$ cat src/rtl/cpu_mem_bridge.sv
// cpu_mem_bridge: turns 6502-style CPU bus cycles into single-cycle
// read/write request pulses for the memory controller, stalls the CPU with
// cpu_rdy while an access is in flight, returns read data with a one-cycle
// cpu_rvalid pulse, and raises a sticky fault if the controller never finishes.
//
// Build option: define CPU_MEM_BRIDGE_POSTED_WRITE_EN to post writes. The
// CPU is then released the cycle after REQ while the write finishes in the
// background.
//
// Handshake: the CPU holds cpu_req (with cpu_we/cpu_addr/cpu_wdata) until it
// is accepted. Acceptance happens only on a rising edge where the bridge is
// IDLE with cpu_rdy=1. The memory side gets exactly one mem_read_en or
// mem_write_en pulse per access, then reports progress via mem_busy. The
// access completes on the first cycle mem_busy is low after having been high.
// A posted write pulses cpu_rdy for one cycle so the CPU can retire the
// write. Any request presented while that write is still outstanding waits
// for the write to reach DONE.
module cpu_mem_bridge #(
  parameter int ADDR_W  = 16,
  parameter int DATA_W  = 8,
  parameter int TIMEOUT = 255
) (
  input  logic              clk,
  input  logic              reset,
  input  logic              cpu_req,
  input  logic              cpu_we,
  input  logic [ADDR_W-1:0] cpu_addr,
  input  logic [DATA_W-1:0] cpu_wdata,
  output logic              cpu_rdy,
  output logic [DATA_W-1:0] cpu_rdata,
  output logic              cpu_rvalid,
  output logic [ADDR_W-1:0] mem_addr,
  output logic [DATA_W-1:0] mem_wdata,
  output logic              mem_read_en,
  output logic              mem_write_en,
  input  logic              mem_busy,
  input  logic [DATA_W-1:0] mem_rdata,
  output logic              fault
);

  localparam int CNT_W = $clog2(TIMEOUT + 1);

`ifdef CPU_MEM_BRIDGE_POSTED_WRITE_EN
  localparam bit POSTED = 1'b1;
`else
  localparam bit POSTED = 1'b0;
`endif

  // One-hot state encoding; 'state' is the observation point for checkers.
  typedef enum logic [4:0] {
    IDLE = 5'b00001,
    REQ  = 5'b00010,
    ACK  = 5'b00100,
    WAIT = 5'b01000,
    DONE = 5'b10000
  } state_t;

  state_t             state;
  logic               op_we;
  logic [CNT_W-1:0]   tmo_cnt;
  logic [CNT_W-1:0]   cnt_inc;
  logic               timeout_hit;

  // The timeout fires on the cycle whose increment would reach TIMEOUT.
  assign cnt_inc     = tmo_cnt + CNT_W'(1);
  assign timeout_hit = (cnt_inc == CNT_W'(TIMEOUT));

  // Bridge FSM; every output is a register updated here.
  always_ff @(posedge clk or negedge reset) begin
    if (!reset) begin
      state        <= IDLE;
      op_we        <= 1'b0;
      tmo_cnt      <= '0;
      cpu_rdy      <= 1'b1;
      cpu_rdata    <= '0;
      cpu_rvalid   <= 1'b0;
      mem_addr     <= '0;
      mem_wdata    <= '0;
      mem_read_en  <= 1'b0;
      mem_write_en <= 1'b0;
      fault        <= 1'b0;
    end else begin
      // Pulses default low; only the IDLE acceptance and completion raise them.
      mem_read_en  <= 1'b0;
      mem_write_en <= 1'b0;
      cpu_rvalid   <= 1'b0;
      case (state)
        IDLE: begin
          cpu_rdy <= 1'b1;
          if (cpu_req) begin
            mem_addr     <= cpu_addr;
            mem_wdata    <= cpu_wdata;
            op_we        <= cpu_we;
            mem_read_en  <= ~cpu_we;
            mem_write_en <= cpu_we;
            cpu_rdy      <= 1'b0;
            state        <= REQ;
          end
        end
        REQ: begin
          tmo_cnt <= '0;
          // A posted write frees the CPU for one cycle right after the pulse.
          cpu_rdy <= POSTED & op_we;
          state   <= ACK;
        end
        ACK: begin
          cpu_rdy <= 1'b0;
          tmo_cnt <= cnt_inc;
          if (timeout_hit) begin
            fault <= 1'b1;
            state <= DONE;
            if (!op_we) begin
              cpu_rdata  <= '0;
              cpu_rvalid <= 1'b1;
            end
          end else if (mem_busy) begin
            state <= WAIT;
          end
        end
        WAIT: begin
          cpu_rdy <= 1'b0;
          tmo_cnt <= cnt_inc;
          if (!mem_busy) begin
            state <= DONE;
            if (!op_we) begin
              cpu_rdata  <= mem_rdata;
              cpu_rvalid <= 1'b1;
            end
          end else if (timeout_hit) begin
            fault <= 1'b1;
            state <= DONE;
            if (!op_we) begin
              cpu_rdata  <= '0;
              cpu_rvalid <= 1'b1;
            end
          end
        end
        DONE: begin
          cpu_rdy <= 1'b1;
          state   <= IDLE;
        end
        default: begin
          cpu_rdy <= 1'b1;
          state   <= IDLE;
        end
      endcase
    end
  end

endmodule

$ cat config.mk
export PLATFORM = sky130hd
export DESIGN_NAME = cpu_mem_bridge
export DESIGN_NICKNAME = d
export VERILOG_FILES = /design/src/rtl/cpu_mem_bridge.sv
export SDC_FILE = /design/constraint.sdc
export NUM_CORES = 1
export LEC_CHECK = 0
export CORE_ASPECT_RATIO = 0.9
export CORE_MARGIN = 3
export CORE_UTILIZATION = 45
export CTS_CLUSTER_SIZE = 8
export DETAILED_ROUTE_END_ITERATION = 12
export GPL_ROUTABILITY_DRIVEN = 0
export GPL_TIMING_DRIVEN = 0
export PLACE_DENSITY = 0.79
export SYNTH_ARGS = -nofsm -noshare
export SYNTH_HDL_FRONTEND = slang
export SYNTH_SLANG_ARGS = --single-unit
$ cat constraint.sdc
create_clock -name clk -period 6.8 [get_ports clk]
set_clock_uncertainty 0.2 [all_clocks]
set_input_delay 1.02 -clock clk [delete_from_list [all_inputs] [get_ports clk]]
set_output_delay 1.02 -clock clk [all_outputs]
set_load 0.02 [all_outputs]
== Word level (Yosys, flattened, before mapping) ==
Index checks and enable logic that the tools add are counted.

* Bitwise logic cells: 1
* Equality and inequality tests: 10
* Reduce and logical (&&, ||, !) cells: 8
* $add $sub $neg: 1
* Multiplexer cells: 25

{| class="wikitable"
|+ Operator list
! kind !! count
|-
| $mux 8 || 4
|-
| $pmux 8 s2 || 2
|-
| $mux 5 || 5
|-
| $pmux 5 s4 || 1
|-
| $mux 1 || 10
|-
| $ne 3x3->1 const B || 3
|-
| $add 8x1->8 const B || 1
|-
| $eq 8x8->1 const B || 1
|-
| $pmux 1 s2 || 3
|-
| $reduce_and 2->1 || 3
|-
| $eq 5x1->1 const B || 1
|-
| $eq 5x2->1 const B || 1
|-
| $eq 5x3->1 const B || 1
|-
| $eq 5x4->1 const B || 1
|-
| $ne 2x2->1 const B || 2
|-
| $reduce_bool 2->1 || 2
|-
| $reduce_and 3->1 || 1
|-
| $reduce_or 3->1 || 1
|-
| $reduce_or 2->1 || 1
|-
| $not 1->1 || 1
|}

* Input port bits: 37
* Register bits after elaboration: 51
* Output and inout port bits: 37
* Logic and storage cells: 56

== Logic depth before layout (Yosys ltp) ==
* Depth in word-level cells: 5
* Gate-level depth with buffers: 9
* Gate-level depth less buffers: 6

== Worst setup path after synthesis ==
OpenSTA, ideal clock, no wires.

* Path kind: in2reg
* Start: in cpu_req
* End: reg mem_addr[10]
* Data arrival time: 1.935 ns
* Library setup time: 0.065 ns
* Path slack: 4.600 ns
* Stages on the path: 7
* Data required time: 6.535 ns
* Buffers on the path: 2
* Cells stage by stage: nand3_1 > or3_1 > buf_2 > clkinv_1 > buf_2 > nand2_1 > nand2_1

* Word-level cells in the longest chain between the ends: 1

{| class="wikitable"
|+ Ends and longest elaborated chain
! item !! line !! RTL
|-
| from (decl) || 25 || <nowiki>input logic cpu_req,</nowiki>
|-
| $reduce_and 2->1 (no source line) || n/a ||
|-
| to (signal assigned) || 91 || <nowiki>mem_addr <= cpu_addr;</nowiki>
|-
| to (decl) || 32 || <nowiki>output logic [ADDR_W-1:0] mem_addr,</nowiki>
|}

Every way passes these cells.
A chain may end at the register's enable or synchronous reset.

== Worst setup path in the final report ==
* Start: reg cpu_rdy
* End: out cpu_rdy

{| class="wikitable"
|+ RTL lines
! item !! line !! RTL
|-
| from (decl) || 29 || <nowiki>output logic cpu_rdy,</nowiki>
|-
| from (signal assigned) || 103 || <nowiki>cpu_rdy <= POSTED & op_we;</nowiki>
|}

No word-level cell between the ends.

==> results.sh <==
export IMPL_outcome="completed"
export IMPL_cts_clk_slew_worst_paths_ns=0.09
export IMPL_syn_area_per_cell_um2=9.80
export IMPL_leakage_nw=1.45
export IMPL_ant_nets=0
export IMPL_drt_total_wl_mm=4.77
export IMPL_cts_buffer_depth=2
export IMPL_critPathBufInv=1
export IMPL_die_h_um=71.7
export IMPL_synth_most_common_cell="nand2_1"
export IMPL_insertion_delay_ns=0.31
export IMPL_place_worst_setup_slack_ns=3.89
export IMPL_synth_edf_count=0
export IMPL_vias=1824
export IMPL_relSlewSlack_pct=49.6
export IMPL_synthArstFlopShare_pct=100
export IMPL_final_setup_tns_ns=0
export IMPL_drtPass1Iterations=4
export IMPL_finalNetCount=340
export IMPL_maxCapViolations=0
export IMPL_start_kind="register"
export IMPL_grt_start_max_net_pins=38
export IMPL_critical_path_max_fanout=1
export IMPL_drc=0
export IMPL_cpLargestDelayFamily="buffers and inverters"
export IMPL_ios=74
export IMPL_synthDistinctLibCells=34
export IMPL_cts_resized=0
export IMPL_synth_cells=220
export IMPL_fin_crit_ns=2.64
export IMPL_cts_root_buf="clkbuf_8"
export IMPL_grt_overflow=0
export IMPL_final_area_mm2=0.00309
export IMPL_p_comb_share_pct=41.7
export IMPL_postCtsSetupBuffers=0
export IMPL_crit_path_top_delay_cell="clkdlybuf4s50_1"
export IMPL_netlist_top_cells_area="dfrtp_1 57%, nand2_1 13%, a22o_1 3.3%"
export IMPL_layout_drive_gt1_share_pct=7.28
export IMPL_ys_seq_elements=51
export IMPL_start_util_pct=47.4
export IMPL_min_from="fault"
export IMPL_fin_ws_ns=4.16
export IMPL_p_per_area_mw_per_mm2=375
export IMPL_holdWs_ns=0.274
export IMPL_final_core_util_pct=68.0
export IMPL_rows=23
export IMPL_seqPwrFrac_pct=40.0
export IMPL_synth_common_cells="77 x nand2_1, 49 x dfrtp_1, 13 x o21ai_0"
export IMPL_period_share_pct=38.9
export IMPL_antenna_found_initial=0
export IMPL_die_area_mm2=0.00566
export IMPL_grt_pass1_wl_mm=8.27
export IMPL_cts_tree="yes"
export IMPL_rsz0062_at_grt="false"
export IMPL_synth_top_cell_area_share_pct=56.9
export IMPL_drt_iter0_drc=108
export IMPL_p_int_mw=0.736
export IMPL_netlist_top_cell_by_area="dfrtp_1"
export IMPL_h_tree_depth=2
export IMPL_power_switching_mw=0.422
export IMPL_dp_hpwl_mm=3.45
export IMPL_viasPerCell=5.01
export IMPL_syn_area_mm2=0.00216
export IMPL_startpoint="cpu_rdy"
export IMPL_antenna_cells=0
export IMPL_cp_end_kind="output port"
export IMPL_worst_hold_path_type="reg -> reg"
export IMPL_yosysSeqAreaShare_pct=59.3
export IMPL_swShare_pct=36.5
export IMPL_hold_violations=0
export IMPL_coreArea_mm2=0.00455
export IMPL_tightest_slew_ns=0.750
export IMPL_reg2reg_from="tmo_cnt[0]"
export IMPL_max_freq_mhz=378
export IMPL_grt_usage_pct=18.4
export IMPL_die_w_um=79.0
export IMPL_max_stage_delay_ns=0.59
export IMPL_crit_arrival_ns=1.42
export IMPL_grt_pass1_vias=1817
export IMPL_vdd_ir_drop_max_uv=236
export IMPL_yosysWarnings=0
export IMPL_postPlaceCellArea_mm2=0.00298
export IMPL_cts_buffers=5
export IMPL_pwr_share_clk_pct=18.3
export IMPL_ctsHoldBuffers=0
export IMPL_area_growth_pct=43.4
export IMPL_port_buffers=73
export IMPL_cts_sinks=51
export IMPL_syn_num_nets=259
export IMPL_wl_per_cell_um=13.1
export IMPL_ys_flop_type="dfrtp_1"
export IMPL_path_class="reg -> out"
export IMPL_setup_viol=0
export IMPL_cp_cell_sequence="clkdlybuf4s50_1"
export IMPL_cp_data_required_time_ns=5.58
export IMPL_maxSlewViolCount=0
-- per-stage QoR --
step / instances / total power, mW
2_1_floorplan: 220 / 0.716
3_3_place_gp: 355 / 0.941
3_5_place_dp: 356 / 0.954
4_1_cts: 364 / 1.17
5_1_grt: 364 / 1.24
6_report: 364 / 1.16
-- cells in the final DEF, fill, tap and decap left out, drive strengths merged, types with 5 or more instances in the layout --
cell type,netlist,layout
nor2,8,8
buf,4,6
nand2,77,77
clkbuf,4,10
a21oi,5,5
nand3,8,8
o21ai,14,14
a22o,8,8
clkdlybuf4s50,0,72
dfrtp,49,49
-- registers in the layout, indices dropped and copies added (netlist names) --
name	cells
mem_read_en	1
mem_write_en	1
op_we	1
mem_wdata	8
state	5
mem_addr	16
fault	1
cpu_rdy	1
cpu_rdata	8
tmo_cnt	8
cpu_rvalid	1
-- area by class of cell --
type                            instances  area (um2)
Timing Repair Buffer                   74         746
Multi-Input combinational cell        157         821
Clock buffer                            6        72.6
Clock inverter                          2        38.8
Inverter                                4        15.0
Fill cell                             378        1460
Buffer                                  8        41.3
Tap cell                               62        77.6
Sequential cell                        51        1280
-- path summary, 6_finish.rpt --
kind | endpoint | cells after the start | slack [ns]
max reg2reg | cpu_rdata[0] | 6 | 4.32
min | fault | 1 | 0.27
max in group asynchronous | tmo_cnt[1] | 2 | 5.50
min in group asynchronous | cpu_rdata[6] | 1 | 0.40
max | cpu_rdy | 1 | 4.16
min reg2reg | fault | 1 | 0.27
-- routing by layer --
layer	share of wire [%]	wire length, um	vias to the layer above	GRT usage, %
met5	0	0	-	0
met4	1.4	66	0	6.30
met2	46	2180	60	27.9
li1	-	-	892	-
met1	45	2160	866	24.1
met3	7.6	361	6	7.54
-- power by group through the flow --
| stage | registers [mW] | clock network [mW] | logic [mW] |
|---|---|---|---|
| final | 0.464 | 0.212 | 0.483 |
| after global routing | 0.478 | 0.230 | 0.529 |
| after CTS | 0.464 | 0.218 | 0.489 |
| after detailed placement | 0.465 | 0 | 0.489 |
| after global placement | 0.464 | 0 | 0.478 |
| after floorplan | 0.560 | 0 | 0.156 |
-- logic make-up after synthesis --
family / Yosys count / synth area share [%]
AOI/OAI and AO/OA: 35 / 11.3
buffers and inverters: 12 / 2.61
xor gates and xnor gates: 4 / 1.97
DFF: 51 / 59.3
and+or+nand+nor: 116 / 23.7
adders and majority gates: 2 / 1.16
Power figures use the tool's default switching activity.
